## config.mk

```make
export PLATFORM = sky130hd
export DESIGN_NAME = mem_arbiter
export DESIGN_NICKNAME = d
export VERILOG_FILES = /design/src/rtl/mem_arbiter.sv
export SDC_FILE = /design/constraint.sdc
export NUM_CORES = 1
export LEC_CHECK = 0
export CAP_MARGIN = 25
export CORE_AREA = 5 5 136 138
export DETAILED_ROUTE_END_ITERATION = 6
export DIE_AREA = 0 0 141 143
export GPL_TIMING_DRIVEN = 0
export SLEW_MARGIN = 10
export SYNTH_ARGS = -nofsm -noshare
export SYNTH_HDL_FRONTEND = slang
export SYNTH_SLANG_ARGS = --single-unit
```

## constraint.sdc

```tcl
create_clock -name clk -period 2.2 [get_ports clk]
set_input_delay 0.33 -clock clk [delete_from_list [all_inputs] [get_ports clk]]
set_output_delay 0.33 -clock clk [all_outputs]
set_load 0.005 [all_outputs]
```

## src/rtl/mem_arbiter.sv

```systemverilog
// Arbitrates fetch and load/store ports onto one fixed-latency memory, one transaction in flight.
// Optional ARB_RR_EN: round-robin tie-breaking; otherwise data always wins ties.
module mem_arbiter #(
    parameter int Nbits = 32,
    parameter int LAT   = 2
) (
    input  logic             clk,
    input  logic             rst,
    input  logic             if_req,
    input  logic [63:0]      if_addr,
    output logic             if_gnt,
    output logic             if_rvalid,
    output logic [Nbits-1:0] if_rdata,
    input  logic             d_req,
    input  logic             d_we,
    input  logic [63:0]      d_addr,
    input  logic [Nbits-1:0] d_wdata,
    output logic             d_gnt,
    output logic             d_rvalid,
    output logic [Nbits-1:0] d_rdata,
    output logic             mem_en,
    output logic             mem_we,
    output logic [63:0]      mem_addr,
    output logic [Nbits-1:0] mem_wdata,
    input  logic [Nbits-1:0] mem_rdata
);
    localparam logic [1:0] IDLE   = 2'd0;
    localparam logic [1:0] BUSY_I = 2'd1;
    localparam logic [1:0] BUSY_D = 2'd2;
    localparam logic [2:0] LAT3   = 3'(LAT);

    logic [1:0] state;
    logic [2:0] cnt;
    logic       wr_pend;
    logic       arb_open;
    logic       done;
    logic       tie_d;
    logic       d_win;
`ifdef ARB_RR_EN
    logic       last_owner;  // 1 = data, 0 = fetch
`endif

    always_comb begin
        // rst gating keeps every output quiet in a cycle where reset is being sampled
        arb_open = rst && ((state == IDLE) || (cnt == 3'd1));
        done     = rst && (state != IDLE) && (cnt == 3'd1);
`ifdef ARB_RR_EN
        tie_d    = !last_owner;
`else
        tie_d    = 1'b1;
`endif
        d_win     = d_req && (!if_req || tie_d);
        d_gnt     = arb_open && d_win;
        if_gnt    = arb_open && if_req && !d_win;
        if_rvalid = done && (state == BUSY_I);
        d_rvalid  = done && (state == BUSY_D);
        if_rdata  = if_rvalid ? mem_rdata : '0;
        d_rdata   = (d_rvalid && !wr_pend) ? mem_rdata : '0;
        mem_en    = if_gnt || d_gnt;
        mem_we    = d_gnt && d_we;
        mem_addr  = d_gnt ? d_addr : (if_gnt ? if_addr : 64'd0);
        mem_wdata = d_gnt ? d_wdata : '0;
    end

    always_ff @(posedge clk) begin
        if (!rst) begin
            state   <= IDLE;
            cnt     <= 3'd0;
            wr_pend <= 1'b0;
        end else if (if_gnt) begin
            state <= BUSY_I;
            cnt   <= LAT3;
        end else if (d_gnt) begin
            state   <= BUSY_D;
            cnt     <= LAT3;
            wr_pend <= d_we;
        end else if (arb_open) begin
            state <= IDLE;
            cnt   <= 3'd0;
        end else begin
            cnt <= cnt - 3'd1;
        end
    end

`ifdef ARB_RR_EN
    always_ff @(posedge clk) begin
        if (!rst)
            last_owner <= 1'b1;
        else if (mem_en)
            last_owner <= d_gnt;
    end
`endif
endmodule
```

# Yosys cells after proc, flatten, opt, wreduce, memory -nomap -nowiden

Index checks and enable logic that the tools add are counted.

Shifts and indexed selects: 0
$mul: 0
Divide/modulo/power cells: 0
$lt $le $gt $ge: 0
Reductions and logical operators: 21
Mux-type cells: 11
$add $sub $neg: 1
Bitwise operators: 2
Eq/ne operators: 3

Operators with widths:

| operator              | count |
|---|---|
| $mux W64              | 2 |
| $mux W32              | 3 |
| $logic_and A1 B1 Y1   | 10 |
| $mux W2               | 5 |
| $reduce_bool A2 Y1    | 2 |
| $reduce_or A4 Y1      | 1 |
| $eq A3 B1 Y1 const B  | 1 |
| $reduce_bool A3 Y1    | 1 |
| $sub A3 B1 Y3 const B | 1 |
| $eq A2 B1 Y1 const B  | 1 |
| $eq A2 B2 Y1 const B  | 1 |
| $logic_not A1 Y1      | 2 |
| $logic_not A2 Y1      | 1 |
| $logic_or A1 B1 Y1    | 2 |
| $not A1 Y1            | 2 |
| $reduce_and A2 Y1     | 1 |
| $reduce_or A2 Y1      | 1 |
| $mux W1               | 1 |

Latch bits: 0
Memory bits (writable): 0
Flip-flop bits (word level): 6
Memories: 0
ROM bits: 0

# Longest topological paths before layout

Gate-level depths: netlist of run 1.

Depth in word-level cells: 7
Mapped depth: 7

# Least setup slack after synthesis of run 1

No wires, ideal clock.

Path kind: register to output
Start: reg cnt[1]
End: out if_gnt
Required time: 1870 ps
Stages on the path, launching flop included: 8
Arrival time: 1374 ps
Slack: 496 ps
Path buffers: 2
Cells stage by stage: dfxtp_1 inv_1 ha_1 nor2b_4 o21ai_2 buf_2 buf_2 nor2_1

Word-level cells in the longest chain between the ends: 5

Ends and longest elaborated chain:

| item                              | RTL line | text |
|---|---|---|
| start: declaration                | 33       | `logic [2:0] cnt;` |
| start signal: assignment          | 81       | `cnt <= cnt - 3'd1;` |
| $eq A3 B1 Y1                      | 45       | `arb_open = rst && ((state == IDLE) \|\| (cnt == 3'd1));` |
| $logic_or A1 B1 Y1                | 45       |  |
| $logic_and A1 B1 Y1               | 45       |  |
| $logic_and A1 B1 Y1 (2 in series) | 54       | `if_gnt = arb_open && if_req && !d_win;` |
| end: declaration                  | 11       | `output logic if_gnt,` |

Every way passes these cells.

# Final worst setup path of run 1

Start: reg cnt[1]
End: out mem_wdata[28]

Word-level cells in the longest chain between the ends: 5

Ends and longest elaborated chain:

| item                | RTL line | text |
|---|---|---|
| $eq A3 B1 Y1        | 45       |  |
| $logic_or A1 B1 Y1  | 45       |  |
| $logic_and A1 B1 Y1 | 45       |  |
| $logic_and A1 B1 Y1 | 53       | `d_gnt = arb_open && d_win;` |
| $mux W32            | 62       | `mem_wdata = d_gnt ? d_wdata : '0;` |
| end: declaration    | 24       | `output logic [Nbits-1:0] mem_wdata,` |

Every way passes these cells.

==> results of run 1 <==
-- state kept, by name, summed over array words and instances (netlist names) --
signal   cells
cnt          3
state        2
wr_pend      1
-- worst min-delay path by stage --
stage / start / endpoint / slack, ns / cells past startpoint
6_report: rst / state[0] / 0.42 / 2
3_5_place_dp: wr_pend / wr_pend / 0.49 / 2
3_3_place_gp: wr_pend / wr_pend / 0.49 / 2
4_1_cts: rst / state[0] / 0.43 / 2
2_1_floorplan: wr_pend / wr_pend / 0.47 / 2
5_1_grt: rst / state[0] / 0.43 / 2
-- logic make-up (layout without fill, tap and decap cells) --
family                   count (synthesis)  after routing  synth area share, %
AND/OR/NAND/NOR                        179            179                 52.9
AO/OA/AOI/OAI                           71             71                 28.5
buffers and inverters                   40            435                 9.23
flip-flops                               6              6                 6.46
adder cells (fa/ha/maj)                  2              2                 1.35
multiplexers                             2              2                 1.08
XOR/XNOR                                 1              1                0.471
-- synthesized netlist by cell type --
library cell,number,area (um^2)
nor3_2,1,10.0
nor2_1,70,263
nand3b_4,1,20.0
and3_1,34,213
a22oi_1,64,480
nor2b_1,1,6.26
buf_4,1,7.51
mux2i_1,2,20.0
o21ai_0,1,5.00
buf_1,2,7.51
clkbuf_1,18,67.6
a21oi_1,1,5.00
clkbuf_2,5,25.0
nor3b_1,1,7.51
o21a_1,2,15.0
a21boi_0,1,7.51
and2_1,64,400
ha_1,2,25.0
buf_2,9,45.0
o21ai_2,1,8.76
nor4b_4,1,23.8
nand2_1,2,7.51
dfxtp_1,6,120
nor2b_4,1,13.8
xor2_1,1,8.76
nand2b_1,3,18.8
o211ai_1,1,7.51
inv_1,5,18.8
-- where the power goes --
group / switching, mW / total (mW) / internal [mW]
clock: 0.0636 / 0.297 / 0.233
combinational: 0.402 / 1.06 / 0.661
sequential: 0.0171 / 0.142 / 0.125
total: 0.483 / 1.50 / 1.02
-- through the flow --
| step | total power [mW] | instance area [um^2] | setup slack (ns) | util [%] |
|---|---|---|---|---|
| 2_1_floorplan | 0.433 | 1860 | 0.496 | - |
| 6_report | 1.50 | 6100 | 0.0422 | 35.8 |
| 3_5_place_dp | 1.14 | 5750 | -0.774 | 33.7 |
| 5_1_grt | 1.59 | 6100 | -0.0199 | 35.8 |
| 4_1_cts | 1.50 | 6170 | -0.202 | 36.2 |
| 3_3_place_gp | 1.14 | 5750 | -0.789 | 33.7 |
-- final cells by class --
type / count / area, um^2 / share of cell area, %
buffer: 35 / 388 / 6.36
clock buffer: 3 / 75.1 / 1.23
inverter: 5 / 18.8 / 0.308
multi-input combinational: 255 / 1680 / 27.4
sequential: 6 / 123 / 2.01
tap: 225 / 282 / 4.61
timing repair buffer: 392 / 3540 / 58.0
-- metal layers --
| layer | GRT usage [%] | part of all wire, % | vias up | routed length [um] |
|---|---|---|---|---|
| met1 | 17.1 | 38 | 1663 | 6580 |
| li1 | - | - | 1842 | - |
| met2 | 28.6 | 51 | 247 | 8770 |
| met4 | 2.09 | 1.1 | 0 | 193 |
| met5 | 0 | 0 | - | 0 |
| met3 | 4.39 | 10 | 15 | 1750 |
-- repair_timing --
item | CTS | global route
buffers inserted | 22 | 4
gates resized for setup | 330 | 144
cloned | 5 | 1
endpoints found under the setup margin | 165 | 69
pin swaps | 6 | 9
-- critical path, stage by stage, from the launching register on --
cell and delay (ns):
dfxtp_2 0.31, inv_2 0.05, ha_4 0.16, nor2b_4 0.14, o21a_4 0.23, buf_4 0.13
clkbuf_8 0.14, and3_1 0.17, dlygate4sd2_1 0.26
==> results_dict.tcl, run 1 <==
set metrics [dict create \
    grt_pass1_wl_um 23400 \
    vdd_ir_drop_max_mv 0.199 \
    cts_tree "built" \
    post_synth.cell_area_avg_um2 6.17 \
    drt_iter0_markers 110 \
    hpwl_um 14600 \
    worst-path-max-fanout 9 \
    crit_arrival_ns 1.83 \
    rr_startpoint "cnt[1]" \
    num_vias 3767 \
    tightest_slew_ns 0.312 \
    cts_made_buffers 3 \
    fin_crit_ns 2.16 \
    max_freq_mhz 463 \
    place_congestion 0.824 \
    ys_seq_area_share_pct 6.46 \
    grt_pass1_vias 3917 \
    ys_ff_latch 6 \
    clk_pin_slew_worst_paths_ns 0.03 \
    nFillCells 1897 \
    slew_violations 0 \
    dieHeight_um 143 \
    drtAntennaViolNets 0 \
    dr.pass1.iters 4 \
    p_leak_nw 3.13 \
    clock-root-buffer "clkbuf_16" \
    syn-num-nets 500 \
    r2r_slack_ns 0.83 \
    crit_path_end "mem_wdata[28]" \
    worstSetupPathType "reg -> out" \
    core_area_mm2 0.0171 \
    slew_headroom_pct 79.2 \
    clock-sinks 6 \
    clock_path_buffers 2 \
    r2r_end "wr_pend" \
    start_util_pct 10.9 \
    run_status "finished, final reports clean" \
    grt_start_max_net_pins 11 \
    fin_hold_ws_ns 0.422 \
    antennaDiodeCount 0 \
    setup_viol 0 \
    drive_gt1_share_pct 23.1 \
    antenna_found_initial 0 \
    routed_wirelength_um 17300 \
    die_area_mm2 0.0202 \
    p_per_area_mw_per_mm2 246 \
    netlist_area_mm2 0.00186 \
    final_nets 897 \
    critPathRequiredTime_ns 1.87 \
    drc 0 \
    start_kind "flop" \
    finalCritPeriodShare_pct 98.1 \
    syn_to_final_growth_pct 228 \
    final_cell_mix "clkdlybuf4s50_1, dlygate4sd2_1, nor2_1" \
    clk_latency_ns 0.23 \
    dpl.cell_count 887 \
    die_width_um 141 \
    track_usage_pct 15.1 \
    overflow 0 \
    reg2reg_depth 6 \
    fin_skew_ns 0.00286 \
    startpoint "cnt[1]" \
    holdBufCountCts 0 \
    rsz0062_at_grt "yes" \
    io_buffers 361 \
    finalNonFillerCells 921 \
    max_cap_viol_count 0 \
    syn_inst 301 \
    wl_per_cell_um 18.8 \
    cp-end-kind "output pin" \
    pin_count 363 \
    rows 48 \
    hold_viol 0 \
    hold_path_class "in -> reg" \
    htreeDepth 1 \
    via_per_inst 4.09 \
    yosys_warnings 0 \
    yosysUniqueCellTypes 28 \
    finalSetupTns_ns 0 \
    layout_commonest_cell "clkdlybuf4s50_1" \
]
(Power assumes the default switching activity.)
==> run 2: changes to the inputs <==
Settings changed: CAP_MARGIN 25 to default.
==> results of run 2 <==
Final layout, timing and power as in run 1 (identical DEF).
